==> src/rtl/camera_frontend.sv <==
`default_nettype none
// ============================================================================
// Module   : camera_frontend
// Brief    : Camera bus synchroniser, pixel strobe generator, partial-frame
//            gate and line/frame geometry monitor.
//            Optional: CAMERA_FRONTEND_TEST_PATTERN_EN adds test_pattern input.
// Revision : 1.0
// ============================================================================
module camera_frontend #(
  parameter int SYNC_STAGES    = 2,
  parameter int LINE_PIXELS    = 320,
  parameter int TIMEOUT_CYCLES = 65535
) (
  input  logic        clk,
  input  logic        rst,
  input  logic        cam_pclk,
  input  logic [11:0] cam_data,
  input  logic        cam_lval,
  input  logic        cam_fval,
`ifdef CAMERA_FRONTEND_TEST_PATTERN_EN
  input  logic        test_pattern,
`endif
  output logic [11:0] vid_pixel,
  output logic        vid_pixsync,
  output logic        vid_hblank,
  output logic        vid_vblank,
  output logic        vid_visible,
  output logic [15:0] stat_frame_count,
  output logic [9:0]  stat_line_count,
  output logic        stat_line_err,
  input  logic        stat_err_clear,
  output logic        stat_signal_lost
);

  localparam int              TO_W     = $clog2(TIMEOUT_CYCLES + 1);
  localparam logic [TO_W-1:0] TO_LAST  = TO_W'(TIMEOUT_CYCLES - 1);
  localparam logic [TO_W-1:0] TO_SAT   = TO_W'(TIMEOUT_CYCLES);
  localparam logic [8:0]      LINE_LEN = 9'(LINE_PIXELS);

  typedef enum logic [1:0] {
    ST_WAIT_IDLE = 2'd0,
    ST_VBLANK    = 2'd1,
    ST_ACTIVE    = 2'd2
  } state_t;

  logic [SYNC_STAGES-1:0] pclk_sync_q;
  logic [SYNC_STAGES-1:0] lval_sync_q;
  logic [SYNC_STAGES-1:0] fval_sync_q;
  logic [11:0]            data_sync_q [SYNC_STAGES];
  logic                   pclk_prev_q;
  logic                   pclk_rise;

  logic                   ev_q;
  logic [11:0]            ev_data_q;
  logic                   ev_lval_q;
  logic                   ev_fval_q;

  logic [TO_W-1:0]        to_cnt_q;
  logic                   timeout_hit;

  state_t                 state_q;
  logic [11:0]            vid_pixel_q;
  logic                   vid_pixsync_q;
  logic                   vid_hblank_q;
  logic                   vid_vblank_q;
  logic                   vid_visible_q;
  logic [15:0]            frame_cnt_q;
  logic [9:0]             line_stat_q;
  logic                   line_err_q;
  logic                   lost_q;
  logic [8:0]             xcount_q;
  logic [9:0]             line_cnt_q;
  logic                   prev_lval_q;

  logic                   line_end;
  logic                   line_err_set;
  logic [8:0]             x_inc;
  logic [9:0]             line_inc;
  logic [11:0]            pixel_d;

  // Identical-depth chains keep data/lval/fval aligned with the pclk edge.
  always_ff @(posedge clk or negedge rst) begin
    if (!rst) begin
      pclk_sync_q <= '0;
      lval_sync_q <= '0;
      fval_sync_q <= '0;
      pclk_prev_q <= 1'b0;
      for (int i = 0; i < SYNC_STAGES; i++) data_sync_q[i] <= '0;
    end else begin
      pclk_sync_q    <= {pclk_sync_q[SYNC_STAGES-2:0], cam_pclk};
      lval_sync_q    <= {lval_sync_q[SYNC_STAGES-2:0], cam_lval};
      fval_sync_q    <= {fval_sync_q[SYNC_STAGES-2:0], cam_fval};
      pclk_prev_q    <= pclk_sync_q[SYNC_STAGES-1];
      data_sync_q[0] <= cam_data;
      for (int i = 1; i < SYNC_STAGES; i++) data_sync_q[i] <= data_sync_q[i-1];
    end
  end

  assign pclk_rise = pclk_sync_q[SYNC_STAGES-1] & ~pclk_prev_q;

  always_ff @(posedge clk or negedge rst) begin
    if (!rst) begin
      ev_q      <= 1'b0;
      ev_data_q <= '0;
      ev_lval_q <= 1'b0;
      ev_fval_q <= 1'b0;
    end else begin
      ev_q <= pclk_rise;
      if (pclk_rise) begin
        ev_data_q <= data_sync_q[SYNC_STAGES-1];
        ev_lval_q <= lval_sync_q[SYNC_STAGES-1];
        ev_fval_q <= fval_sync_q[SYNC_STAGES-1];
      end
    end
  end

  // Saturates one past the trigger value so the timeout fires only once.
  always_ff @(posedge clk or negedge rst) begin
    if (!rst) begin
      to_cnt_q <= '0;
    end else if (pclk_rise) begin
      to_cnt_q <= '0;
    end else if (to_cnt_q != TO_SAT) begin
      to_cnt_q <= to_cnt_q + 1'b1;
    end
  end

  assign timeout_hit = ~pclk_rise & (to_cnt_q == TO_LAST);

  always_comb begin
    line_end     = ev_q & prev_lval_q & ~ev_lval_q & (state_q != ST_WAIT_IDLE);
    line_err_set = line_end & (xcount_q != LINE_LEN);
    x_inc        = (xcount_q == 9'd511) ? xcount_q : xcount_q + 9'd1;
    line_inc     = (line_cnt_q == 10'd1023) ? line_cnt_q : line_cnt_q + 10'd1;
    pixel_d      = ev_data_q;
`ifdef CAMERA_FRONTEND_TEST_PATTERN_EN
    if (test_pattern && ev_lval_q && ev_fval_q && (state_q != ST_WAIT_IDLE)) begin
      pixel_d = (state_q == ST_VBLANK) ? 12'd0 : {xcount_q[7:0], 4'b0000};
    end
`endif
  end

  always_ff @(posedge clk or negedge rst) begin
    if (!rst) begin
      state_q       <= ST_WAIT_IDLE;
      vid_pixel_q   <= '0;
      vid_pixsync_q <= 1'b0;
      vid_hblank_q  <= 1'b1;
      vid_vblank_q  <= 1'b1;
      vid_visible_q <= 1'b0;
      frame_cnt_q   <= '0;
      line_stat_q   <= '0;
      lost_q        <= 1'b0;
      xcount_q      <= '0;
      line_cnt_q    <= '0;
      prev_lval_q   <= 1'b0;
    end else begin
      vid_pixsync_q <= 1'b0;
      if (timeout_hit) begin
        lost_q        <= 1'b1;
        state_q       <= ST_WAIT_IDLE;
        vid_hblank_q  <= 1'b1;
        vid_vblank_q  <= 1'b1;
        vid_visible_q <= 1'b0;
      end else if (ev_q) begin
        lost_q        <= 1'b0;
        vid_pixsync_q <= 1'b1;
        vid_pixel_q   <= pixel_d;
        prev_lval_q   <= ev_lval_q;
        if (state_q != ST_WAIT_IDLE) begin
          if (line_end) begin
            xcount_q   <= '0;
            line_cnt_q <= line_inc;
          end else if (ev_lval_q && ev_fval_q) begin
            xcount_q <= x_inc;
          end
        end
        case (state_q)
          ST_WAIT_IDLE: begin
            vid_hblank_q  <= 1'b1;
            vid_vblank_q  <= 1'b1;
            vid_visible_q <= 1'b0;
            if (!ev_fval_q) state_q <= ST_VBLANK;
          end
          ST_VBLANK: begin
            if (ev_fval_q) begin
              vid_hblank_q  <= ~ev_lval_q;
              vid_vblank_q  <= 1'b0;
              vid_visible_q <= ev_lval_q;
              line_cnt_q    <= '0;
              xcount_q      <= {8'd0, ev_lval_q};
              state_q       <= ST_ACTIVE;
            end else begin
              vid_hblank_q  <= 1'b1;
              vid_vblank_q  <= 1'b1;
              vid_visible_q <= 1'b0;
            end
          end
          ST_ACTIVE: begin
            vid_hblank_q  <= ~ev_lval_q;
            vid_vblank_q  <= ~ev_fval_q;
            vid_visible_q <= ev_lval_q & ev_fval_q;
            if (!ev_fval_q) begin
              // A line closing on the frame-ending edge still counts.
              frame_cnt_q <= frame_cnt_q + 16'd1;
              line_stat_q <= line_end ? line_inc : line_cnt_q;
              state_q     <= ST_VBLANK;
            end
          end
          default: state_q <= ST_WAIT_IDLE;
        endcase
      end
    end
  end

  always_ff @(posedge clk or negedge rst) begin
    if (!rst) begin
      line_err_q <= 1'b0;
    end else if (line_err_set) begin
      line_err_q <= 1'b1;
    end else if (stat_err_clear) begin
      line_err_q <= 1'b0;
    end
  end

  assign vid_pixel        = vid_pixel_q;
  assign vid_pixsync      = vid_pixsync_q;
  assign vid_hblank       = vid_hblank_q;
  assign vid_vblank       = vid_vblank_q;
  assign vid_visible      = vid_visible_q;
  assign stat_frame_count = frame_cnt_q;
  assign stat_line_count  = line_stat_q;
  assign stat_line_err    = line_err_q;
  assign stat_signal_lost = lost_q;

endmodule
`default_nettype wire
==> config.mk <==
export PLATFORM = sky130hd
export DESIGN_NAME = camera_frontend
export DESIGN_NICKNAME = d
export VERILOG_FILES = /design/src/rtl/camera_frontend.sv
export SDC_FILE = /design/constraint.sdc
export NUM_CORES = 1
export LEC_CHECK = 0
export ABC_CLOCK_PERIOD_IN_PS = 2100
export CORE_ASPECT_RATIO = 1.25
export CORE_MARGIN = 2
export CORE_UTILIZATION = 29
export DETAILED_ROUTE_END_ITERATION = 8
export GPL_TIMING_DRIVEN = 0
export PLACE_DENSITY = 0.46
export REMOVE_ABC_BUFFERS = 1
export SLEW_MARGIN = 20
export SYNTH_ARGS = -nofsm -noshare
export SYNTH_HDL_FRONTEND = slang
export SYNTH_SLANG_ARGS = --single-unit
==> constraint.sdc <==
create_clock -name clk -period 2.1 [get_ports clk]
set_input_delay 0.315 -clock clk [delete_from_list [all_inputs] [get_ports clk]]
set_output_delay 0.315 -clock clk [all_outputs]
set_load 0.01 [all_outputs]
# Yosys cells after proc, flatten, opt, wreduce, memory -nomap -nowiden
# Cells that the tools add are included.
dict set report totals {
  reg_bits 128
  in_bits 18
  output_inout_bits 44
}
dict set report classes {
  n_addsub 4
  n_eq_ne 9
  n_mux 36
  bitwise_logic 12
  reduce_logical 12
}
# cell count
set ops {}
lappend ops {{$mux 9} 6}
lappend ops {{$mux 10} 5}
lappend ops {{$add 16x1->16 const B} 2}
lappend ops {{$mux 16} 2}
lappend ops {{$eq 16x16->1 const B} 1}
lappend ops {{$ne 16x16->1 const B} 1}
lappend ops {{$mux 1} 15}
lappend ops {{$add 10x1->10 const B} 1}
lappend ops {{$eq 10x10->1 const B} 1}
lappend ops {{$add 9x1->9 const B} 1}
lappend ops {{$eq 9x9->1 const B} 1}
lappend ops {{$ne 9x9->1 const B} 1}
lappend ops {{$pmux 1 s3} 3}
lappend ops {{$mux 2} 4}
lappend ops {{$reduce_bool 2->1} 4}
lappend ops {{$and 1x1->1} 7}
lappend ops {{$not 1->1} 5}
lappend ops {{$pmux 2 s2} 1}
lappend ops {{$reduce_and 2->1} 2}
lappend ops {{$reduce_and 4->1} 1}
lappend ops {{$reduce_bool 4->1} 1}
lappend ops {{$ne 3x2->1 const B} 1}
lappend ops {{$ne 3x3->1 const B} 1}
lappend ops {{$reduce_and 3->1} 1}
lappend ops {{5 further kinds} 5}

# Logic depth before layout (Yosys ltp)
# Gate-level depths: netlist of the first run.
dict set report logic_depth {
  depth_word 7
  ltp_mapped 9
  ltp_nobuf 7
}

# Worst setup path before layout of the first run
# OpenSTA, ideal clock, no wires.
dict set report synth_timing {
  kind {register -> register}
  start {register xcount_q[0]}
  end {register xcount_q[3]}
  setup_ns 0.083
  arrival_time_ns 1.987
  required_ns 2.017
  path_slack_ns 0.030
  stages_incl_launch_ff 8
  n_path_buf 1
  path_cell_list {dfrtp_1 > ha_1 > and4_1 > a311oi_1 > clkbuf_1 > nand4_1 > or4_1 > o21ai_0}
}
dict set report synth_via {
  elab_chain_cells 7
  word_cells_on_any_way 8
}
# item line
set synth_rtl {}
lappend synth_rtl {{from (decl)} 71} ;# logic [8:0] xcount_q;
lappend synth_rtl {{from (signal assigned)} 175} ;# xcount_q <= x_inc;
lappend synth_rtl {{from (signal assigned)} 191} ;# xcount_q <= {8'd0, ev_lval_q};
lappend synth_rtl {{$add 9x1->9 or $eq 9x9->1 (tied branches)} 133} ;# x_inc = (xcount_q == 9'd511) ? xcount_q : xcount_q + 9'd1;
lappend synth_rtl {{$mux 9 (*)} 133}
lappend synth_rtl {{$mux 9 (*)} 174} ;# end else if (ev_lval_q && ev_fval_q) begin
lappend synth_rtl {{$mux 9 (*)} 171} ;# if (line_end) begin
lappend synth_rtl {{$mux 9 (*)} 170} ;# if (state_q != ST_WAIT_IDLE) begin
lappend synth_rtl {{$mux 9} 186} ;# if (ev_fval_q) begin
lappend synth_rtl {{$mux 9 (*)} 178} ;# case (state_q)
# Mark *: on every way between the ends. The rest lies on a longest branch, timed or not.
# A chain may end at the register's enable or synchronous reset.

# Worst setup path in the final report of the first run
dict set report layout_timing {
  start {register to_cnt_q[4]}
  end {register line_cnt_q[0]}
}
dict set report layout_via {
  elab_chain_cells 4
}
# item line
set layout_rtl {}
lappend layout_rtl {{from (decl)} 58} ;# logic [TO_W-1:0] to_cnt_q;
lappend layout_rtl {{from (signal assigned)} 124} ;# to_cnt_q <= to_cnt_q + 1'b1;
lappend layout_rtl {{$eq 16x16->1} 128} ;# assign timeout_hit = ~pclk_rise & (to_cnt_q == TO_LAST);
lappend layout_rtl {{$and 1x1->1} 128}
lappend layout_rtl {{$not 1->1 (no line)} -}
lappend layout_rtl {{$reduce_and 2->1 (no line)} -}
lappend layout_rtl {{to (signal assigned)} 173} ;# line_cnt_q <= line_inc;
lappend layout_rtl {{to (decl)} 72} ;# logic [9:0] line_cnt_q;
# Every way passes these cells.

==> results of run 1 <==
## critical path, delay by kind of cell (launching register included)
kind	cells	cell delay, ps
buffers and inverters	2	250
DFF	1	420
and+or+nand+nor	3	800
muxes	1	270
AOI/OAI and AO/OA	1	220
## metal layers
metal	global-route usage, %	vias up
li1	-	2029
met1	16.7	2027
met2	21.9	82
met3	3.75	18
met4	5.55	0
met5	0	-
## placed cells by master, fill, tap and decap left out, types with 5 or more instances in the layout
master,instances
xor2_1,13
clkbuf_16,17
nand3_1,20
nor3_1,12
nor2_1,32
a21oi_1,25
and4_1,5
o21ai_0,27
dfrtp_1,123
nand4_1,13
inv_1,16
ha_1,8
clkdlybuf4s50_1,60
xnor2_1,14
and3_1,7
nand2_1,119
buf_4,20
## metrics by stage
| step | util [%] | area [um^2] | setup TNS [ps] | hold WS, ps | total power, mW |
|---|---|---|---|---|---|
| 2_1_floorplan | - | 5360 | -5640 | 19.4 | 3.51 |
| 3_3_place_gp | 33.6 | 6260 | -602810 | 334 | 3.96 |
| 3_5_place_dp | 33.8 | 6300 | -41080 | 226 | 4.00 |
| 4_1_cts | 38.5 | 7180 | -94.8 | 315 | 7.29 |
| 5_1_grt | 39.7 | 7400 | -92.2 | 319 | 7.65 |
| 6_report | 39.7 | 7400 | 0 | 332 | 7.27 |
## kinds of logic after synthesis
kind of cell | Yosys count | share of synthesized area, %
AND/OR/NAND/NOR | 241 | 21.0
AO/OA/AOI/OAI | 86 | 9.61
adder cells (fa/ha/maj) | 10 | 2.28
multiplexers | 4 | 0.776
flip-flops | 128 | 58.5
XOR/XNOR | 27 | 4.32
buffers and inverters | 39 | 3.47
## where the power goes
| part | internal [mW] | total (mW) | leakage [nW] | switching [mW] |
|---|---|---|---|---|
| Clock | 2.05 | 3.15 | 0.302 | 1.10 |
| Combinational | 0.575 | 1.19 | 1.28 | 0.616 |
| Sequential | 2.72 | 2.94 | 1.65 | 0.215 |
## cell usage after synthesis, types with 2 or more instances
cell type,number,area [um^2]
a211oi_1,2,15.0
a21oi_1,26,130
a22oi_1,2,15.0
a41oi_1,2,17.5
and3_1,7,43.8
and4_1,6,52.6
buf_2,5,25.0
buf_4,2,15.0
buf_6,4,45.0
clkbuf_1,10,37.5
dfrtp_1,126,3150
dfstp_2,2,52.6
ha_1,10,125
inv_1,17,63.8
mux2_2,2,22.5
mux2i_1,2,20.0
nand2_1,121,454
nand2b_1,2,12.5
nand3_1,21,105
nand4_1,13,81.3
nor2_1,33,124
nor3_1,13,65.1
nor4_1,7,43.8
o2111ai_1,2,17.5
o211ai_1,2,15.0
o21a_1,2,15.0
o21ai_0,28,140
o21ai_1,2,10.0
o22ai_1,3,18.8
o2bb2ai_1,2,17.5
o31ai_1,3,22.5
or3_1,3,18.8
or4_1,3,22.5
xnor2_1,14,123
xor2_1,13,114
## cell type report
class | count | share of cell area (%)
Inverter | 18 | 1.13
Timing Repair Buffer | 88 | 12.0
Multi-Input combinational cell | 370 | 30.9
Clock inverter | 12 | 2.47
Tap cell | 232 | 3.92
Timing Repair inverter | 2 | 0.186
Clock buffer | 19 | 6.12
Sequential cell | 128 | 43.3
## registers in the layout (all words and copies together), names as in the netlist, 2 cells and up
signal / flops
line_cnt_q: 10
state_q: 2
stat_line_count: 10
fval_sync_q: 2
ev_data_q: 12
to_cnt_q: 16
lval_sync_q: 2
data_sync_q: 24
vid_pixel: 12
stat_frame_count: 16
xcount_q: 9
pclk_sync_q: 2
## worst min-delay path by stage
stage / cells after the start / from / to
2_1_floorplan: 0 / rst / data_sync_q[0]
3_3_place_gp: 0 / data_sync_q[17] / data_sync_q[5]
3_5_place_dp: 1 / rst / stat_line_count[9]
4_1_cts: 1 / cam_data[11] / data_sync_q[23]
5_1_grt: 1 / cam_data[4] / data_sync_q[16]
6_report: 1 / cam_data[11] / data_sync_q[23]
## repair_timing
item                                    4_1_cts  5_1_grt
gates cloned                                  3        1
hold buffers                                  1        0
endpoints found under the setup margin       87       38
hold endpoints to repair                     40        0
pin swaps                                     7        5
gates resized for setup                      28       19
setup buffers                                 9       16
==> metrics.txt, run 1 <==
total routed wirelength=12700 um; flop2flop setup slack=30 ps; Required @ worst endpoint=2400 ps; layout-stage area growth over the synthesis result=35.1%; final cell count without fillers=869; number of design-rule violations left by the first detailed-router iteration=245; quantity of I/O buffers inserted on ports=61; worst vdd rail ir drop=0.544 mV; cell total after placement=808; vias per cell=4.78; Std-Cell Rows=56; number of CTS-inserted buffers=17; clock transition at the register clock pins on the worst setup and hold paths after CTS=60 ps; unrepaired setup endpoints after global routing=yes; number of inserted filler cells in the final layout=1849; Critical path origin=to_cnt_q[4]; clock sink count=128; slowest CP cell=or4_4; Yosys Warn Count=0; area of the core region=18600 um^2; synthesized netlist cell count=535; starting density of the core=29.4%; clock tree from TritonCTS=built; area taken by flip-flops and latches=3210 um^2; slew margin rel.=58.6%; wire length the detailed router placed on met1=5820 um; number of nets at the end of the flow=653; R2R Path End=line_cnt_q[0]; worst setup timing slack at the placement stage=-1180 ps; number of distinct library cells after synthesis=58; Clock Tree Root=clkbuf_16; wire length of the first global-routing pass=21200 um; count of TritonRoute iterations in the first routing pass=4; number of global-route vias before repair=4190; fraction of synthesis flops using an asynchronous set or reset pin=100%; insertion delay of the later-clocked pin in the worst-skew pair=420 ps; clock skew=9.91 ps; register area share after synthesis=58.5%; initial antenna violation count=0; area used by multi-input combinational logic=2280 um^2; routed len/inst=14.6 um; largest net degree at the start of global routing=87; critical path endpoint category=flip-flop; flop and latch count out of synthesis=128; maximum clock path buffer count=2; Worst-Margin Slew=617 ps; Critical Path Sink=line_cnt_q[0]; boundary pin count=62; worst reg2reg path startpoint=to_cnt_q[4]; proportion of layout cells with a drive suffix above 1=15.4%; Final Hold Viols=0; Die Span Y=158 um; crit start category=flip-flop; number of max-cap violations=0; number of endpoints failing setup at the final stage=0; class of the most critical setup path=flip-flop to flip-flop; CTS H-Tree Depth=4; Post-Syn Area=5480 um^2; flip-flop cell with the highest count after synthesis=dfrtp_1; max-slew violation count=0; leakage power figure=3.24 nW; top routing layer in use=met4; wire length on met3=425 um; final critical-path setup slack=27.4 ps; DPL Wire Length=7630 um; critical path cell sequence=nand4_4, or4_4, o21ai_4, buf_6, buf_12, nor3b_2, mux2_2; Max Freq=0.482 GHz; global route overflow=0; ANT cells=0; PwrDens=982 nW/um^2; worst hold-check path type=input port to flip-flop; die outline area=20000 um^2; syn avg cell area=10.2 um^2; Critical Path Fanout Max=13; arrival time at the worst endpoint=2370 ps; total via count in the routed design=4156; die span in x=127 um; total routing resource utilization after global routing=13.4%; number of remaining DRC errors=0; stage delay of the slowest cell on the critical path=610 ps; post-detailed-route count of antenna-violating nets=0; logic depth of the worst register-to-register path=7; EDFF count, synth=0; Tcrit/Tclk final=98.7%; fin crit period=2070 ps; met2 wire length=6220 um; RD Place Congestion=0.832; status=finished, final reports clean
Note: power is estimated with default switching activity, not from simulation.
==> run 2: changes to the inputs <==
- CORE_ASPECT_RATIO: 1.25 -> 0.8
- CTS_BUF_LIST: unset -> sky130_fd_sc_hd__clkbuf_4 sky130_fd_sc_hd__clkbuf_8 sky130_fd_sc_hd__clkbuf_16
==> run 2 against run 1 <==
Effect of this change:
- register-to-register slack better by 30 ps
- global-route usage is 0.73 points higher
- critical path depth stayed put
- first-iteration DRC count is 12% higher
- critical path type unchanged
- largest cell class unchanged
==> metrics.txt, run 2 (synthesis results as in run 1) <==
clock sink count=128; Finished Core Util=40.2%; crit start category=flip-flop; Std-Cell Rows=44; slew margin rel.=59.8%; hold-critical path depth=1; number of max-cap violations=0; global route overflow=0; starting density of the core=29.9%; number of endpoints failing setup at the final stage=0; total routed wirelength=13300 um; area of the core region=18300 um^2; critical path endpoint category=flip-flop; commonest non-fill, non-tap cell in the layout=dfrtp_1; R2R Path End=line_cnt_q[0]; total via count in the routed design=4202; clock transition at the register clock pins on the worst setup and hold paths after CTS=60 ps; Final Hold Viols=0; number of global-route vias before repair=4229; maximum clock path buffer count=2; terminating pin of the worst hold path=data_sync_q[20]; PwrDens=949 nW/um^2; area used by multi-input combinational logic=2280 um^2; Final Hold Slack=328 ps; initial antenna violation count=0; number of design-rule violations left by the first detailed-router iteration=274; class of the most critical setup path=flip-flop to flip-flop; flip-flop count of the largest register, all copies and words added=24; Required @ worst endpoint=2400 ps; number of CTS-inserted buffers=17; Critical Path Fanout Max=15; Die Span Y=127 um; max-slew violation count=0; proportion of layout cells with a drive suffix above 1=14.7%; status=finished, final reports clean; arrival time at the worst endpoint=2340 ps; DPL Wire Length=7560 um; routed len/inst=14.9 um; ANT cells=0; total routing resource utilization after global routing=14.1%; leakage power figure=3.19 nW; clock skew=10.7 ps; Max Freq=0.491 GHz; Clock Tree Root=clkbuf_16; boundary pin count=62; area taken by flip-flops and latches=3210 um^2; wire length of the first global-routing pass=21900 um; worst vdd rail ir drop=0.464 mV; vias per cell=4.72; cell total after placement=829; combinational group share of total power=17.4%; layout-stage area growth over the synthesis result=34.4%; power share of the clock group=40.7%; logic depth of the worst register-to-register path=7; largest net degree at the start of global routing=95; post-detailed-route count of antenna-violating nets=0; sequential group share of total power=41.9%; fin crit period=2040 ps; die outline area=20000 um^2; count of TritonRoute iterations in the first routing pass=4; unrepaired setup endpoints after global routing=yes; switching pwr=2.02 mW; number of remaining DRC errors=0; flop2flop setup slack=60 ps; Worst-Margin Slew=600 ps; worst hold-check path type=input port to flip-flop; Hold Startpoint=cam_data[8]; final instance area=7360 um^2; number of inserted filler cells in the final layout=1741; insertion delay of the later-clocked pin in the worst-skew pair=420 ps; die span in x=158 um; CTS H-Tree Depth=4; Tcrit/Tclk final=97.0%; register ranked first by flip-flop count=data_sync_q; Sw Ratio=28.8%; quantity of I/O buffers inserted on ports=61; RD Place Congestion=0.743; clock tree from TritonCTS=built; number of nets at the end of the flow=653; worst reg2reg path startpoint=to_cnt_q[3]; final cell count without fillers=891; highest-count cells in the layout ignoring fill and taps=dfrtp_1, nand2_1, clkdlybuf4s50_1; Placed Instance Area=6320 um^2; cell internal power dissipation=4.97 mW
==> run 2: final cells by class <==
class | count | share of cell area [%]
clock inverter | 14 | 1.82
inverter | 18 | 1.07
multi-input combinational | 371 | 31.0
timing repair inverter | 1 | 0.0680
tap | 253 | 4.30
sequential | 128 | 43.6
clock buffer | 18 | 5.96
timing repair buffer | 88 | 12.2
==> run 2: worst max-delay path, stage by stage (launching register included) <==
cell	delay [ps]
dfrtp_1	390
nand4_4	150
or4_4	600
o21ai_4	160
buf_12	140
buf_8	150
nor3b_2	60
mux2_2	260
==> run 2: metal layers <==
| layer | part of all wire [%] | global-route usage (%) | up-vias |
|---|---|---|---|
| met1 | 49 | 19.4 | 2051 |
| met4 | 1.7 | 6.15 | 0 |
| met3 | 4.1 | 2.97 | 16 |
| met5 | 0 | 0 | - |
| met2 | 45 | 21.5 | 98 |
| li1 | - | - | 2037 |
==> run 2: worst max-delay path by stage <==
stage,to,cells past startpoint,startpoint
3_5_place_dp,line_cnt_q[2],6,pclk_sync_q[1]
4_1_cts,xcount_q[7],6,xcount_q[0]
5_1_grt,xcount_q[7],6,xcount_q[0]
2_1_floorplan,line_cnt_q[2],6,to_cnt_q[2]
6_report,line_cnt_q[0],7,to_cnt_q[3]
3_3_place_gp,vid_pixel[11],1,rst
==> run 2: repair_timing <==
action,in CTS,in global routing
cloned,3,1
endpoints found under the setup margin,86,30
hold endpoints to repair,34,0
hold buffers,1,0
buffers inserted,17,8
resized for setup,27,10
pin swaps,6,7
==> run 2: power groups by stage <==
stage,Clock (mW),Combinational [mW],Sequential [mW]
3_5_place_dp,0,1.03,2.97
6_report,2.85,1.21,2.93
2_1_floorplan,0,0.537,2.97
4_1_cts,2.93,1.15,2.93
3_3_place_gp,0,0.998,2.97
5_1_grt,3.05,1.36,2.97
==> run 2: per-stage QoR <==
| step | power, mW | worst slack [ps] | setup TNS [ps] |
|---|---|---|---|
| after floorplan | 3.51 | -359 | -5640 |
| after detailed placement | 4.00 | -1220 | -43620 |
| after global routing | 7.38 | -66.0 | -181 |
| final | 6.99 | 62.0 | 0 |
| after global placement | 3.96 | -4590 | -624600 |
| after CTS | 7.00 | -36.6 | -36.6 |
